===== config.mk =====
export PLATFORM = sky130hd
export DESIGN_NAME = scrambler_framer
export DESIGN_NICKNAME = d
export VERILOG_FILES = /design/src/rtl/fec_pkg.sv /design/src/rtl/scrambler_framer.sv
export SDC_FILE = /design/constraint.sdc
export NUM_CORES = 1
export LEC_CHECK = 0
export BUFFER_PORTS_ARGS = -buffer_cell sky130_fd_sc_hd__buf_2
export CAP_MARGIN = 15
export CORE_MARGIN = 3
export CORE_UTILIZATION = 50
export CTS_CLUSTER_SIZE = 16
export DETAILED_ROUTE_END_ITERATION = 12
export PLACE_DENSITY = 0.76
export SYNTH_ARGS = -nofsm -noshare
export SYNTH_HDL_FRONTEND = slang
export SYNTH_SLANG_ARGS = --single-unit

===== constraint.sdc =====
create_clock -name iclk -period 4.6 [get_ports iclk]
set_input_delay 0.46 -clock iclk [delete_from_list [all_inputs] [get_ports iclk]]
set_output_delay 0.46 -clock iclk [all_outputs]
set_load 0.1 [all_outputs]

===== src/rtl/fec_pkg.sv =====
// Definitions shared across the FEC datapath blocks: framer FSM states and
// default framing constants.
package fec_pkg;

  typedef enum logic [1:0] {
    ST_IDLE  = 2'd0,
    ST_SHIFT = 2'd1,
    ST_WAIT  = 2'd2,
    ST_GAP   = 2'd3
  } framer_state_e;

  localparam int FEC_FRAME_BYTES = 188;
  localparam int FEC_GAP_CYCLES  = 4;

endpackage


===== src/rtl/scrambler_framer.sv =====
// Byte-to-bit serializer feeding the scrambler: frames FRAME_BYTES payload bytes
// MSB first, flags frame start/end and forces GAP_CYCLES idle cycles between frames.
module scrambler_framer
  import fec_pkg::*;
#(
  parameter int FRAME_BYTES = FEC_FRAME_BYTES,
  parameter int GAP_CYCLES  = FEC_GAP_CYCLES
) (
  input  logic       iclk,
  input  logic       ireset,
  input  logic       isop,
  input  logic       ival,
  input  logic [7:0] idata,
  output logic       iready,
  output logic       osop,
  output logic       oval,
  output logic       odata,
  output logic       ofrm_done,
  output logic       oerr
);

  localparam int BW = $clog2(FRAME_BYTES);
  localparam int GW = $clog2(GAP_CYCLES + 1);
  localparam logic [BW-1:0] LAST_BYTE = BW'(FRAME_BYTES - 1);
  localparam logic [GW-1:0] LAST_GAP  = GW'(GAP_CYCLES - 1);

  framer_state_e   state_q, state_d;
  logic [7:0]      sreg_q, sreg_d;
  logic [2:0]      bit_cnt_q, bit_cnt_d;
  logic [BW-1:0]   byte_cnt_q, byte_cnt_d;
  logic [GW-1:0]   gap_cnt_q, gap_cnt_d;
  logic            iready_q, iready_d;
  logic            osop_q, osop_d;
  logic            oval_q, oval_d;
  logic            odata_q, odata_d;
  logic            ofrm_done_q, ofrm_done_d;
  logic            oerr_q, oerr_d;
  logic            acc;
  logic            take;

  assign acc = ival & iready_q;

  always_comb begin
    state_d     = state_q;
    sreg_d      = sreg_q;
    bit_cnt_d   = bit_cnt_q;
    byte_cnt_d  = byte_cnt_q;
    gap_cnt_d   = gap_cnt_q;
    osop_d      = 1'b0;
    oval_d      = 1'b0;
    odata_d     = 1'b0;
    ofrm_done_d = 1'b0;
    oerr_d      = 1'b0;
    take        = 1'b0;

    case (state_q)
      ST_IDLE: begin
        if (acc) begin
          if (isop) take = 1'b1;
          else      oerr_d = 1'b1;
        end
      end
      ST_SHIFT: begin
        oval_d    = 1'b1;
        odata_d   = sreg_q[7];
        osop_d    = (bit_cnt_q == 3'd0) && (byte_cnt_q == '0);
        sreg_d    = {sreg_q[6:0], 1'b0};
        bit_cnt_d = bit_cnt_q + 3'd1;
        if (bit_cnt_q == 3'd7) begin
          if (byte_cnt_q == LAST_BYTE) begin
            ofrm_done_d = 1'b1;
            state_d     = ST_GAP;
            gap_cnt_d   = '0;
            byte_cnt_d  = '0;
          end else if (acc) begin
            take = 1'b1;
          end else begin
            // Starved mid-frame: hold with oval low so the scrambler LFSR stalls.
            state_d = ST_WAIT;
          end
        end
      end
      ST_WAIT: begin
        take = acc;
      end
      ST_GAP: begin
        if (gap_cnt_q == LAST_GAP) begin
          state_d   = ST_IDLE;
          gap_cnt_d = '0;
        end else begin
          gap_cnt_d = gap_cnt_q + GW'(1);
        end
      end
      default: state_d = ST_IDLE;
    endcase

    // A byte with isop outside IDLE truncates the running frame and restarts.
    if (take) begin
      state_d   = ST_SHIFT;
      sreg_d    = idata;
      bit_cnt_d = 3'd0;
      if (isop) begin
        byte_cnt_d = '0;
        oerr_d     = (state_q != ST_IDLE);
      end else begin
        byte_cnt_d = byte_cnt_q + BW'(1);
      end
    end
  end

  // Registered ready mirrors the next state so it is valid for the following edge.
  always_comb begin
    iready_d = (state_d == ST_IDLE) || (state_d == ST_WAIT) ||
               ((state_d == ST_SHIFT) && (bit_cnt_d == 3'd7) && (byte_cnt_d != LAST_BYTE));
  end

  always_ff @(posedge iclk or negedge ireset) begin
    if (!ireset) begin
      state_q     <= ST_IDLE;
      sreg_q      <= '0;
      bit_cnt_q   <= '0;
      byte_cnt_q  <= '0;
      gap_cnt_q   <= '0;
      iready_q    <= 1'b1;
      osop_q      <= 1'b0;
      oval_q      <= 1'b0;
      odata_q     <= 1'b0;
      ofrm_done_q <= 1'b0;
      oerr_q      <= 1'b0;
    end else begin
      state_q     <= state_d;
      sreg_q      <= sreg_d;
      bit_cnt_q   <= bit_cnt_d;
      byte_cnt_q  <= byte_cnt_d;
      gap_cnt_q   <= gap_cnt_d;
      iready_q    <= iready_d;
      osop_q      <= osop_d;
      oval_q      <= oval_d;
      odata_q     <= odata_d;
      ofrm_done_q <= ofrm_done_d;
      oerr_q      <= oerr_d;
    end
  end

  assign iready    = iready_q;
  assign osop      = osop_q;
  assign oval      = oval_q;
  assign odata     = odata_q;
  assign ofrm_done = ofrm_done_q;
  assign oerr      = oerr_q;

endmodule


# After elaboration in Yosys (flattened, before gate mapping)

Index checks and enable logic that the tools add are counted.

$add $sub $neg: 3
Equality and inequality tests: 12
Mux-type cells: 36
Bitwise operators: 1
Reductions and logical operators: 13

Operator list:

| kind                | number |
|---|---|
| $mux 8              | 7 |
| $mux 1              | 16 |
| $mux 3              | 5 |
| $mux 2              | 5 |
| $add 8x1->8 const B | 1 |
| $eq 8x8->1 const B  | 1 |
| $logic_not 8->1     | 1 |
| $ne 8x8->1 const B  | 1 |
| $add 3x1->3 const B | 2 |
| $eq 2x2->1 const B  | 3 |
| $eq 3x3->1 const B  | 2 |
| $pmux 3 s2          | 1 |
| $reduce_bool 2->1   | 3 |
| $eq 2x1->1 const B  | 2 |
| $logic_not 2->1     | 2 |
| $ne 2x2->1 const B  | 2 |
| $pmux 2 s2          | 1 |
| $eq 3x2->1 const B  | 1 |
| $logic_and 1x1->1   | 3 |
| $logic_not 3->1     | 1 |
| $pmux 1 s3          | 1 |
| $reduce_and 3->1    | 1 |
| $logic_or 1x1->1    | 2 |
| $and 1x1->1         | 1 |

Register bits after elaboration: 30
Bits of input ports: 12
Output and inout bits: 6
Logic and storage cells: 76

# Longest topological paths before layout

Word-level depth: 10
Depth in mapped cells: 8
Depth with buffers taken out: 7

# Worst setup path after synthesis

Ideal clock, no wire load.

Path kind: register -> register
From: reg iready_q, in the netlist iready
To: reg iready_q, in the netlist iready
Setup time: 100 ps
Arrival time: 2064 ps
Required time: 4500 ps
Path slack: 2436 ps
Stages on the path, launching flop included: 6
Buffers on the path: 0
Period minus slack after synthesis: 2164 ps
Path through: dfstp_2 -> nand2_1 -> o21a_1 -> a2111o_1 -> a22oi_1 -> a41oi_1

Cells in the longest elaborated chain, start to end: 10
Elaborated cells on any way between the ends: 22
Those cells by class: 4 x eq/ne; 12 x mux; 1 x bitwise; 5 x reduce/logical

Ends and longest elaborated chain:

| element                                  | RTL line                | text |
|---|---|---|
| start, declared                          | scrambler_framer.sv:32  | `logic iready_q, iready_d;` |
| start signal, assigned                   | scrambler_framer.sv:136 | `iready_q <= iready_d;` |
| $and 1x1->1 (*)                          | scrambler_framer.sv:41  | `assign acc = ival & iready_q;` |
| $mux 1 or $mux 2 (tied branches)         | scrambler_framer.sv:75  | `end else if (acc) begin` |
| $mux 1 or $mux 2 (tied branches)         | scrambler_framer.sv:70  | `if (byte_cnt_q == LAST_BYTE) begin` |
| $mux 1 or $mux 2 (tied branches)         | scrambler_framer.sv:69  | `if (bit_cnt_q == 3'd7) begin` |
| $pmux 1 s3 or $pmux 2 s2 (tied branches) | scrambler_framer.sv:56  | `case (state_q)` |
| $mux 3 or $mux 2 (tied branches)         | scrambler_framer.sv:98  | `if (take) begin` |
| $eq 3x3->1 or $eq 2x1->1 (tied branches) | scrambler_framer.sv:114 | `((state_d == ST_SHIFT) && (bit_cnt_d == 3'd7) && (byte_cnt_d != LAST_BYTE));` |
| $logic_and 1x1->1 (2 in a row)           | scrambler_framer.sv:114 |  |
| $logic_or 1x1->1 (*)                     | scrambler_framer.sv:113 | `iready_d = (state_d == ST_IDLE) \|\| (state_d == ST_WAIT) \|\|` |
| net iready_d                             | scrambler_framer.sv:32  |  |

The timed path passes the listed nets; every way through them passes the cells marked *.
A chain may end at the register's enable or synchronous reset.

# Worst setup path after layout

From: reg bit_cnt_q[0]
To: reg iready_q, in the netlist iready

Cells in the longest elaborated chain, start to end: 8
Elaborated cells on any way between the ends: 21
Those cells by class: 1 x add/sub; 5 x eq/ne; 10 x mux; 5 x reduce/logical

Ends and longest elaborated chain:

| element                                  | RTL line                | text |
|---|---|---|
| start, declared                          | scrambler_framer.sv:29  | `logic [2:0] bit_cnt_q, bit_cnt_d;` |
| start signal, assigned                   | scrambler_framer.sv:133 | `bit_cnt_q <= bit_cnt_d;` |
| $eq 3x3->1                               | scrambler_framer.sv:69  |  |
| $mux 1 or $mux 2 (tied branches)         | scrambler_framer.sv:69  |  |
| $pmux 1 s3 or $pmux 2 s2 (tied branches) | scrambler_framer.sv:56  |  |
| $mux 3 or $mux 2 (tied branches)         | scrambler_framer.sv:98  |  |
| $eq 3x3->1 or $eq 2x1->1 (tied branches) | scrambler_framer.sv:114 |  |
| $logic_and 1x1->1 (2 in a row)           | scrambler_framer.sv:114 |  |
| $logic_or 1x1->1 (*)                     | scrambler_framer.sv:113 |  |
| net iready_d                             | scrambler_framer.sv:32  |  |

Marked as above.

==> out/results.ini <==
[drt]
drt_first_pass_iters=4
route.detailed.drc=0
vias=1474
wl_per_cell_um=15.6
via_per_inst=5.87
wl_mm=3.92
drt_iter0_markers=112
postRouteAntennaNets=0

[power_and_ir_drop]
internal_power_mw=0.705
seq_power_share_pct=36.4
p_leak_nw=0.912
p_comb_share_pct=41.3
vdd_drop_max_uv=224
switching_share_pct=43.4
pwr-share-clk_pct=22.2
p_per_area_mw_per_mm2=627
switching_power_mw=0.539

[logic_synthesis]
synth_area_per_cell_um2=9.43
netlist.top_cell.by_area=dfrtp_1
synth_top_cell_area_share_pct=40.7
post_synth_num_cell_types=55
yosys_warnings=0
syn_inst=189
syn_area_mm2=0.00178
ys_ff_latch=30
syn_nets=207
synth-edff-count=0
ys.flop_type=dfrtp_1
async_flop_share_pct=100
synth-seq-area-share_pct=42.2
synth_area_leaders=dfrtp_1 41%, nand2_1 6.5%, ha_1 4.2%, nor2_1 3.4%, a31oi_1 2.5%

[place]
place.detailed.hpwl_mm=2.94
placed_cell_area_mm2=0.00187
portBuffers=17
gp_congestion=0.862

[setup_path]
crit_start=bit_cnt_q[0]
worstSetupPathType=flop to flop
worstSetupStartpointType=flop
r2r_start=bit_cnt_q[0]
end_kind=flop
cp_max_fo=6
arrival_ps=2330
cp.required_ps=4840

[clock_tree]
cts_tree=done
htree_levels=2
worst_skew_pair.late_latency_ps=340
cts_buffer_depth=2
hold_buffers=0
cts_num_sinks=30
path_clk_slew_ps=100
post_cts_buffers=0
post_cts_resize_count=0
ctsRootBufferMaster=clkbuf_4
cts_inserted_buffers=5

[job]
max-cap-violations=0

[floorplan]
start_util_pct=52.6
die-height_um=65.7
core_area_mm2=0.00339
io_pins=18
die_x_um=65.7
core.rowCount=21
die_area_mm2=0.00432

[timing]
hold_viol_final=0
relSlewSlack_pct=56.5
fmax_ghz=0.479
fin_worst_skew_ps=11.6
rsz0062_at_grt=no
slew_viol_final=0
fin_setup_tns_ps=0
setup_viol=0
worst_pin_slew_ps=653
min_period_ps=2090
finalCritPeriodShare_pct=45.4

[status]
status=finished, final reports clean

[final_layout]
antenna_cells=0
num-nets-final=222
final_cell_area_mm2=0.00199
final_cell_mix=31 x nand2_1, 29 x dfrtp_1, 17 x buf_2
syn_to_final_growth_pct=11.4
final_common_cell=nand2_1
drive_gt1_share_pct=18.5

[global_route]
grt_max_degree=31
overflow=0
grt.total_usage_pct=20.3
grt_pass1_vias=1471
grt_pass1_wl_mm=6.64
grt_antenna_before_repair=0

[min_path]
min_path_type=input pin to async pin

==> synthesized netlist by cell type (3+ instances only) <==
library cell,instances
clkbuf_1,3
a21oi_1,8
buf_2,4
nor2_1,16
ha_1,6
o21ai_0,5
o21a_1,3
a31oi_1,7
mux2i_1,3
nand3_1,3
dfrtp_1,29
inv_1,8
o21ai_1,3
o211ai_1,4
nor2b_1,4
and2_1,3
nand2_1,31
==> through the flow <==
step	std cells	utilization (%)	setup slack, ps	power (mW)	hold WS (ps)
after detailed placement	243	55.3	2580	0.973	493
after global placement	243	55.3	2620	0.952	468
after global routing	251	58.6	2330	1.33	172
final	251	58.6	2510	1.24	140
after floorplan	189	-	2440	0.860	164
after CTS	251	58.6	2520	1.25	158
==> power by group through the flow <==
stage / logic, mW / clock network (mW) / registers [mW]
after detailed placement: 0.516 / 0 / 0.457
after global placement: 0.502 / 0 / 0.450
after CTS: 0.517 / 0.285 / 0.451
final: 0.514 / 0.277 / 0.453
after global routing: 0.573 / 0.293 / 0.467
after floorplan: 0.317 / 0 / 0.543
==> worst max-delay path, stage by stage, from the launching register on <==
cell	delay (ps)
dfrtp_1	440
ha_1	180
ha_1	250
nand3b_4	130
a41oi_4	290
o221ai_2	160
a222oi_1	360
a41oi_1	170
==> final cells by class <==
type / instances / area (um^2)
well taps: 46 / 57.6
flip-flops and latches: 30 / 752
inverters: 9 / 33.8
clock inverters: 2 / 60.1
fillers: 292 / 1400
repair buffers: 17 / 85.1
clock buffers: 6 / 51.3
multi-input cells: 141 / 946
==> worst paths after layout <==
| path | slack (ps) | end | cells after the start |
|---|---|---|---|
| setup / recovery | 2510 | iready | 7 |
| hold / removal | 140 | osop | 1 |
| setup reg to reg | 2510 | iready | 7 |
| hold reg to reg | 510 | gap_cnt_q[1] | 1 |
| max in group asynchronous | 4030 | byte_cnt_q[5] | 1 |
| min in group iclk | 330 | sreg_q[0] | 3 |
==> layer usage <==
metal	vias up	part of all wire [%]	global-route usage (%)
li1	713	-	-
met1	706	44	26.6
met2	45	48	31.3
met3	10	4.8	5.98
met4	0	2.6	8.29
met5	-	0	0
==> kinds of logic after synthesis <==
family,Yosys count,synth area share [%]
DFF,30,42.2
AOI/OAI and AO/OA,54,23.5
muxes,3,1.69
and+or+nand+nor,77,23.2
buffers and inverters,18,4.71
adders and majority gates,6,4.21
xor gates and xnor gates,1,0.492
==> flip-flops by register name, indices dropped and copies added (netlist names) <==
name	flops
oval	1
odata	1
gap_cnt_q	3
osop	1
sreg_q	8
state_q	2
iready	1
ofrm_done	1
byte_cnt_q	8
oerr	1
bit_cnt_q	3
(Power assumes the default switching activity.)
